## config.mk

```make
export PLATFORM = sky130hd
export DESIGN_NAME = digit_serial_adder_flat
export DESIGN_NICKNAME = d
export VERILOG_FILES = /design/src/rtl/digit_serial_adder_pkg.sv /design/src/rtl/digit_serial_adder_if.sv /design/src/rtl/digit_serial_adder_rca.sv /design/src/rtl/digit_serial_adder.sv /design/src/flat_wrapper.sv
export SDC_FILE = /design/constraint.sdc
export NUM_CORES = 1
export LEC_CHECK = 0
export ABC_CLOCK_PERIOD_IN_PS = 2300
export CAP_MARGIN = 40
export CORE_UTILIZATION = 25
export DETAILED_ROUTE_END_ITERATION = 7
export GPL_TIMING_DRIVEN = 1
export PLACE_DENSITY = 0.52
export SLEW_MARGIN = 20
export SYNTH_ARGS = -nofsm -noshare
export SYNTH_HDL_FRONTEND = slang
export SYNTH_SLANG_ARGS = --single-unit
export TNS_END_PERCENT = 100
```

## constraint.sdc

```tcl
create_clock -name clk -period 2.3 [get_ports clk]
set_clock_uncertainty 0.05 [all_clocks]
set_input_delay 0.46 -clock clk [delete_from_list [all_inputs] [get_ports clk]]
set_output_delay 0.46 -clock clk [all_outputs]
set_load 0.01 [all_outputs]
```

## src/rtl/digit_serial_adder_pkg.sv

```systemverilog
// digit_serial_adder_pkg: shared digit width and controller state encoding
package digit_serial_adder_pkg;
  localparam int DIGIT_W = 2;
  typedef enum logic [1:0] {IDLE = 2'd0, RUN = 2'd1, DONE = 2'd2} state_t;
endpackage

```

## src/rtl/digit_serial_adder_if.sv

```systemverilog
// digit_serial_adder_if: start/busy/done handshake plus operand and result buses
interface digit_serial_adder_if #(parameter int WIDTH = 8);
  logic start, cin, busy, done, C_Out;
  logic [WIDTH-1:0] a, b, Sum;
  modport master(output start, a, b, cin, input busy, done, Sum, C_Out);
  modport slave(input start, a, b, cin, output busy, done, Sum, C_Out);
endinterface

```

## src/rtl/digit_serial_adder_rca.sv

```systemverilog
// Ripple_Carry_Adder: 2-bit ripple-carry slice used once per digit cycle
module Ripple_Carry_Adder (
  input  logic [1:0] a,
  input  logic [1:0] b,
  input  logic       cin,
  output logic [1:0] Sum,
  output logic       C_Out
);
  logic c1;
  always_comb begin
    Sum[0] = a[0] ^ b[0] ^ cin;
    c1     = (a[0] & b[0]) | (cin & (a[0] ^ b[0]));
    Sum[1] = a[1] ^ b[1] ^ c1;
    C_Out  = (a[1] & b[1]) | (c1 & (a[1] ^ b[1]));
  end
endmodule

```

## src/rtl/digit_serial_adder.sv

```systemverilog
// digit_serial_adder: WIDTH-bit add computed two bits per clock through one slice
module digit_serial_adder
  import digit_serial_adder_pkg::*;
#(
  parameter int WIDTH = 8
) (
  input logic clk,
  input logic rst,
  digit_serial_adder_if.slave bus
);
  localparam int N  = WIDTH / DIGIT_W;
  localparam int CW = N > 1 ? $clog2(N) : 1;

  if (WIDTH < 2 || WIDTH % 2 != 0) begin : g_width_chk
    $error("digit_serial_adder: WIDTH must be even and >= 2");
  end

  state_t state, state_nx;
  logic [CW-1:0] cnt;
  logic [WIDTH-1:0] a_sh, b_sh, sum_sh, sum_nx;
  logic [DIGIT_W-1:0] s_sum;
  logic carry, s_co, accept, last;

  Ripple_Carry_Adder RCA0 (
    .a(a_sh[DIGIT_W-1:0]),
    .b(b_sh[DIGIT_W-1:0]),
    .cin(carry),
    .Sum(s_sum),
    .C_Out(s_co)
  );

  // new digit enters at the top so the sum is aligned after the last digit
  always_comb begin
    accept   = bus.start && state != RUN;
    last     = cnt == CW'(N - 1);
    sum_nx   = (sum_sh >> DIGIT_W) | (WIDTH'(s_sum) << (WIDTH - DIGIT_W));
    state_nx = state == RUN ? (last ? DONE : RUN) : (accept ? RUN : IDLE);
  end

  assign bus.busy = state == RUN;
  assign bus.done = state == DONE;

  always_ff @(posedge clk or posedge rst)
    if (rst) state <= IDLE;
    else state <= state_nx;

  always_ff @(posedge clk or posedge rst) begin
    if (rst) begin
      a_sh      <= '0;
      b_sh      <= '0;
      sum_sh    <= '0;
      carry     <= 1'b0;
      cnt       <= '0;
      bus.Sum   <= '0;
      bus.C_Out <= 1'b0;
    end else if (accept) begin
      a_sh      <= bus.a;
      b_sh      <= bus.b;
      sum_sh    <= '0;
      carry     <= bus.cin;
      cnt       <= '0;
      bus.Sum   <= '0;
      bus.C_Out <= 1'b0;
    end else if (state == RUN) begin
      a_sh   <= a_sh >> DIGIT_W;
      b_sh   <= b_sh >> DIGIT_W;
      sum_sh <= sum_nx;
      carry  <= s_co;
      cnt    <= cnt + CW'(1);
      if (last) begin
        bus.Sum   <= sum_nx;
        bus.C_Out <= s_co;
      end
    end
  end
endmodule

```

## src/flat_wrapper.sv

```systemverilog
// flat-port wrapper written by rule: the top's interface ports become plain ports
module digit_serial_adder_flat import digit_serial_adder_pkg::*;
#(
  parameter int WIDTH = 8
)
  (clk, rst, bus_start, bus_a, bus_b, bus_cin, bus_busy, bus_done, bus_Sum, bus_C_Out);
  digit_serial_adder_if #(.WIDTH(WIDTH)) bus_i ();
  input logic clk;
  input logic rst;
  input wire logic [$bits(bus_i.start)-1:0] bus_start;
  input wire logic [$bits(bus_i.a)-1:0] bus_a;
  input wire logic [$bits(bus_i.b)-1:0] bus_b;
  input wire logic [$bits(bus_i.cin)-1:0] bus_cin;
  output wire logic [$bits(bus_i.busy)-1:0] bus_busy;
  output wire logic [$bits(bus_i.done)-1:0] bus_done;
  output wire logic [$bits(bus_i.Sum)-1:0] bus_Sum;
  output wire logic [$bits(bus_i.C_Out)-1:0] bus_C_Out;
  assign bus_i.start = bus_start;
  assign bus_i.a = bus_a;
  assign bus_i.b = bus_b;
  assign bus_i.cin = bus_cin;
  assign bus_busy = bus_i.busy;
  assign bus_done = bus_i.done;
  assign bus_Sum = bus_i.Sum;
  assign bus_C_Out = bus_i.C_Out;
  digit_serial_adder #(.WIDTH(WIDTH)) u_core (.clk(clk), .rst(rst), .bus(bus_i));
endmodule
```

==> Word level (Yosys, flattened, before mapping) <==
Cells that the tools add are included.
{ "classes": {"n_reduce_logical": 4, "shift": 0, "div": 0, "magnitude_cmp": 0, "mux": 19, "addsub": 1, "mul": 0, "n_eq_ne": 4, "bitwise_logic": 11} }
{ "ops": {"columns": ["op", "n"], "rows": [
  ["8-bit 2-to-1 mux", 9],
  ["2-bit 2-to-1 mux", 4],
  ["6-bit by 8-bit OR with 8-bit output", 1],
  ["1-bit 2-to-1 mux", 6],
  ["1-bit bitwise AND", 4],
  ["2-bit equality test, second input constant", 2],
  ["2-bit nonzero test", 2],
  ["1-bit bitwise XOR", 4],
  ["2-bit by 1-bit adder with 2-bit output, second input constant", 1],
  ["2-bit by 1-bit equality test with 1-bit output, second input constant", 1],
  ["2-bit by 1-bit inequality test with 1-bit output, second input constant", 1],
  ["1-bit OR", 2],
  ["2-bit AND reduction", 1],
  ["1-bit logical AND", 1]
]} }
{ "word_totals": {"reg_bits": 38, "latchBits": 0, "wordCells": 47, "romBits": 0, "in_bits": 20, "output_inout_bits": 11, "memories": 0, "ramBits": 0} }

==> Logic depth before layout (Yosys ltp) <==
{ "logic_depth": {"depth_word": 8, "depth_mapped": 6, "ltp_nobuf": 5} }

==> Cells and area by module <==
From an unflattened synthesis, not the netlist that was laid out.
{ "unflattened": {"hier_cells": 147, "area_unflattened_um2": 1645.3} }
{ "modules_own_cells": {"columns": ["mod", "seq_area_each_um2", "area_per_inst_um2", "instances", "cells_each"], "rows": [
  ["digit_serial_adder", 900.9, 1575.3, 1, 137],
  ["Ripple_Carry_Adder", 0.0, 70.1, 1, 10]
]} }

==> Worst setup path after synthesis <==
No wires, ideal clock.
{ "synth_path": {"kind": "reg-to-reg", "start": "reg u_core.a_sh[0]", "end": "reg u_core.bus.Sum[7]", "setup_ns": 0.066, "t_required_ns": 2.184, "arrival_time_ns": 1.501, "n_path_buf": 0, "stages_incl_launch_ff": 6, "setup_slack_ns": 0.684, "synth_period_minus_slack_ns": 1.616, "cell_sequence": "dfrtp_1 > fa_1 > inv_1 > fa_1 > nor2_1 > a22o_1"} }
{ "synth_between": {"elab_chain_cells": 8, "elab_cells_between_ends": 9, "classes_between": "3 x mux; 6 x bitwise"} }
{ "synth_rtl": {"columns": ["element", "line_no", "rtl"], "rows": [
  ["from (decl)", "digit_serial_adder.sv:20", "logic [WIDTH-1:0] a_sh, b_sh, sum_sh, sum_nx;"],
  ["from (signal assigned)", "digit_serial_adder.sv:57", "a_sh <= bus.a;"],
  ["from (signal assigned)", "digit_serial_adder.sv:65", "a_sh <= a_sh >> DIGIT_W;"],
  ["1-bit bitwise XOR", "digit_serial_adder_rca.sv:12", "c1 = (a[0] & b[0]) | (cin & (a[0] ^ b[0]));"],
  ["1-bit bitwise AND", "digit_serial_adder_rca.sv:12", null],
  ["1-bit OR *", "digit_serial_adder_rca.sv:12", null],
  ["1-bit bitwise XOR *", "digit_serial_adder_rca.sv:13", "Sum[1] = a[1] ^ b[1] ^ c1;"],
  ["6-bit by 8-bit OR with 8-bit output *", "digit_serial_adder.sv:36", "sum_nx = (sum_sh >> DIGIT_W) | (WIDTH'(s_sum) << (WIDTH - DIGIT_W));"],
  ["8-bit 2-to-1 mux *", "digit_serial_adder.sv:70", "if (last) begin"],
  ["8-bit 2-to-1 mux *", "digit_serial_adder.sv:64", "end else if (state == RUN) begin"],
  ["8-bit 2-to-1 mux *", "digit_serial_adder.sv:56", "end else if (accept) begin"],
  ["to (signal assigned)", "digit_serial_adder.sv:71", "bus.Sum <= sum_nx;"],
  ["to (decl)", "digit_serial_adder_if.sv:6", "modport slave(input start, a, b, cin, output busy, done, Sum, C_Out);"]
]} }
Mark *: on every way between the ends. The rest lies on a longest branch, timed or not. The select of a mux whose other input is x is not followed.
A chain may end at the register's enable or synchronous reset.

==> Worst setup path in the final report <==
{ "layout_path": {"start": "reg u_core.state[1]", "end": "out bus_busy"} }
{ "layout_between": {"elab_chain_cells": 1} }
{ "layout_rtl": {"columns": ["element", "line_no", "rtl"], "rows": [
  ["from (decl)", "digit_serial_adder.sv:18", "state_t state, state_nx;"],
  ["from (signal assigned)", "digit_serial_adder.sv:45", "else state <= state_nx;"],
  ["2-bit by 1-bit equality test with 1-bit output", "digit_serial_adder.sv:40", "assign bus.busy = state == RUN;"],
  ["to (decl)", "flat_wrapper.sv:14", "output wire logic [$bits(bus_i.busy)-1:0] bus_busy;"]
]} }
Every way passes these cells.

==> metrics.md <==
| Metric | Value |
|---|---|
| Root buffer cell | clkbuf_8 |
| Leakage | 0.974 nW |
| GP Congestion | 0.634 |
| Max Fclk | 503 MHz |
| Area share of the largest cell type after synthesis | 0.530 |
| Critical-path cell list | nand2b_1, inv_4, clkdlybuf4s50_1 |
| Routed len/inst | 12.9 microns |
| Antenna cells | 0 |
| First-pass GRT wire length | 5.71 mm |
| P&R area growth vs syn | 27.0% |
| DR DRC count | 0 |
| Drt first-iter violations | 116 |
| Setup WS post-layout | 313 ps |
| Hold WS | 430 ps |
| Hold path cells | 2 |
| VDD IR max | 0.000307 V |
| Initial Utilization | 0.263 |
| Synth Flop Type | dfrtp_1 |
| Final min period | 1990 ps |
| Pre-antenna DRT Iters | 4 |
| Startpoint types | flip-flop |
| Share of cells above drive strength 1 | 0.0757 |
| Total CTS buffers | 5 |
| Post-synth EDFFs | 0 |
| GRT Overall Usage | 0.106 |
| Most frequent cell after synthesis | dfrtp_1 |
| Synth Cell Area | 1700 sq um |
| CP endpoint kind | primary output |
| Max-slew violation count | 0 |
| Post-synth top cells | dfrtp_1, nand2_1, mux2i_1, o21ai_0, nand3b_1 |
| Final period utilization | 0.864 |
| Port bufs | 30 |
| CTS tree | yes |
| Crit. path cell count | 3 |
| Slowest cell on the critical path | clkdlybuf4s50_1 |
| Placed insts | 254 |
| Final Non-Filler Cells | 262 |
| Arrival time at the worst endpoint | 1480 ps |
| Maxcap violations | 0 |
| Total power | 0.00264 W |
| Avg Inst Size Synth | 11.0 sq um |
| Setup TNS | 0 ps |
| Setup Viol. Count Final | 0 |
| Worst slew pin tran | 599 ps |
| Via count | 1,171 |
| Post-synth cell types | 23 |
| Core Rows | 29 |
| Die H | 84.5 microns |
| Post-DP HPWL | 2.08 mm |
| Register bit total from synthesis | 36 |
| Worst r2r path cells | 5 |
| Synth Instances | 155 |
| H-tree depth | 2 |
| Grt ovf | 0 |
| Family with the most delay on the worst path | buffers and inverters |
| Hold buffer count at CTS | 0 |
| Drt total wl | 3.37 mm |
| Critical Path Max Stage Delay | 530 ps |
| Worst-path clk slew | 80 ps |
| Nets | 207 |
| Die ar. | 7140 sq um |
| Setup Crit Path Kind | flip-flop to primary output |
| Via density | 4.47 |
| I/O pin count | 31 |
| Number of global-route vias before repair | 1,196 |
| Critical Path Fanout Max | 2 |
| Clk_lat worst skew | 290 ps |
| Clock Sinks | 36 |
| Setup bufs post-CTS | 0 |
| Synth top area cells | dfrtp_1, mux2i_1, o21ai_0 |
| # resized after CTS | 0 |
| Post-synthesis sequential area ratio | 0.530 |
| Ys async rst share | 1.00 |
| RSZ-0062 raised after global routing | no |
| Post-route antenna net violation count | 0 |
| Die Wd | 84.5 microns |
| Synth area leader | dfrtp_1 |
| HP Class | flip-flop to flip-flop |
| Core ar. | 6460 sq um |
| CTS Buffer Depth | 2 |
| Req. time, crit path | 1790 ps |
| Final hold vios | 0 |
| WP buf/inv | 2 |
| Pre-CTS WS | 542 ps |
| Status | finished, final reports clean |
| Syn Nets | 178 |
| Max-slew headroom | 0.601 |
| Largest net degree at the start of global routing | 41 |
| Synth warn | 0 |
| Power Dens Cells | 1220 nW/um^2 |
| Initial antenna violation count | 0 |
area by class of cell:
cell class / count / area (sq um)
inverters: 6 / 25.0
well taps: 77 / 96.3
clock buffers: 6 / 72.6
multi-input cells: 101 / 687
repair buffers: 34 / 343
fillers: 673 / 4300
clock inverters: 2 / 35.0
flip-flops and latches: 36 / 901
metrics by stage:
| step | area [sq um] | util |
|---|---|---|
| 2_1_floorplan | 1700 | - |
| 3_3_place_gp | 2050 | 0.318 |
| 3_5_place_dp | 2050 | 0.318 |
| 4_1_cts | 2160 | 0.334 |
| 5_1_grt | 2160 | 0.334 |
| 6_report | 2160 | 0.334 |
routing by layer:
metal,global-route usage,up-vias,wire length (microns)
li1,-,576,-
met1,0.138,563,1710
met2,0.157,25,1440
met3,0.0364,7,154
met4,0.0508,0,66
met5,0,-,0
kinds of logic after synthesis:
kind of cell,share of synthesized area
muxes,0.148
adders and majority gates,0.0309
and+or+nand+nor,0.141
DFF,0.530
AOI/OAI and AO/OA,0.0846
buffers and inverters,0.0662
report_power, final:
| group | internal, W | switching [W] |
|---|---|---|
| clock | 0.000322 | 0.000225 |
| sequential | 0.000903 | 0.000160 |
| combinational | 0.000471 | 0.000562 |
worst reg2reg max path, cell delays in order, from the launching register on:
cell,delay [ps]
dfrtp_1,410
fa_1,420
inv_1,70
fa_1,410
nor2_1,160
a22o_1,140
flip-flops by register name, indices dropped and copies added (netlist names):
register	flops
u_core.b_sh	8
u_core.state	2
u_core.bus.C_Out	1
u_core.carry	1
u_core.bus.Sum	8
u_core.sum_sh	6
u_core.cnt	2
u_core.a_sh	8
path summary, 6_finish.rpt:
check                      slack (ps)            start           endpoint
setup reg to reg                  580   u_core.a_sh[0]  u_core.bus.Sum[7]
max in group asynchronous        1340              rst     u_core.a_sh[6]
hold reg to reg                   430   u_core.a_sh[5]     u_core.a_sh[3]
hold / removal                    430   u_core.a_sh[5]     u_core.a_sh[3]
setup / recovery                  310  u_core.state[1]           bus_busy
min in group asynchronous         530              rst     u_core.a_sh[7]
layout by cell type, fill, tap and decap left out:
cell	synthesis	routed
mux2i_1	24	24
nand2_1	25	25
nand3b_1	13	13
nand2b_1	1	1
buf_12	0	1
clkinv_2	0	1
a21o_1	1	1
nor2b_1	2	2
inv_1	5	5
nor2_1	6	6
buf_4	4	3
a32o_1	1	1
a211oi_2	1	1
inv_4	1	1
bufinv_16	0	1
o21ai_0	20	20
and2_1	1	1
clkbuf_8	0	5
fa_1	2	2
dfrtp_1	36	36
ha_1	1	1
a21oi_1	1	1
mux2_2	1	1
a22o_1	1	1
clkdlybuf4s50_1	0	30
clkbuf_1	1	1
No activity file was read; power rests on OpenSTA's default activity.
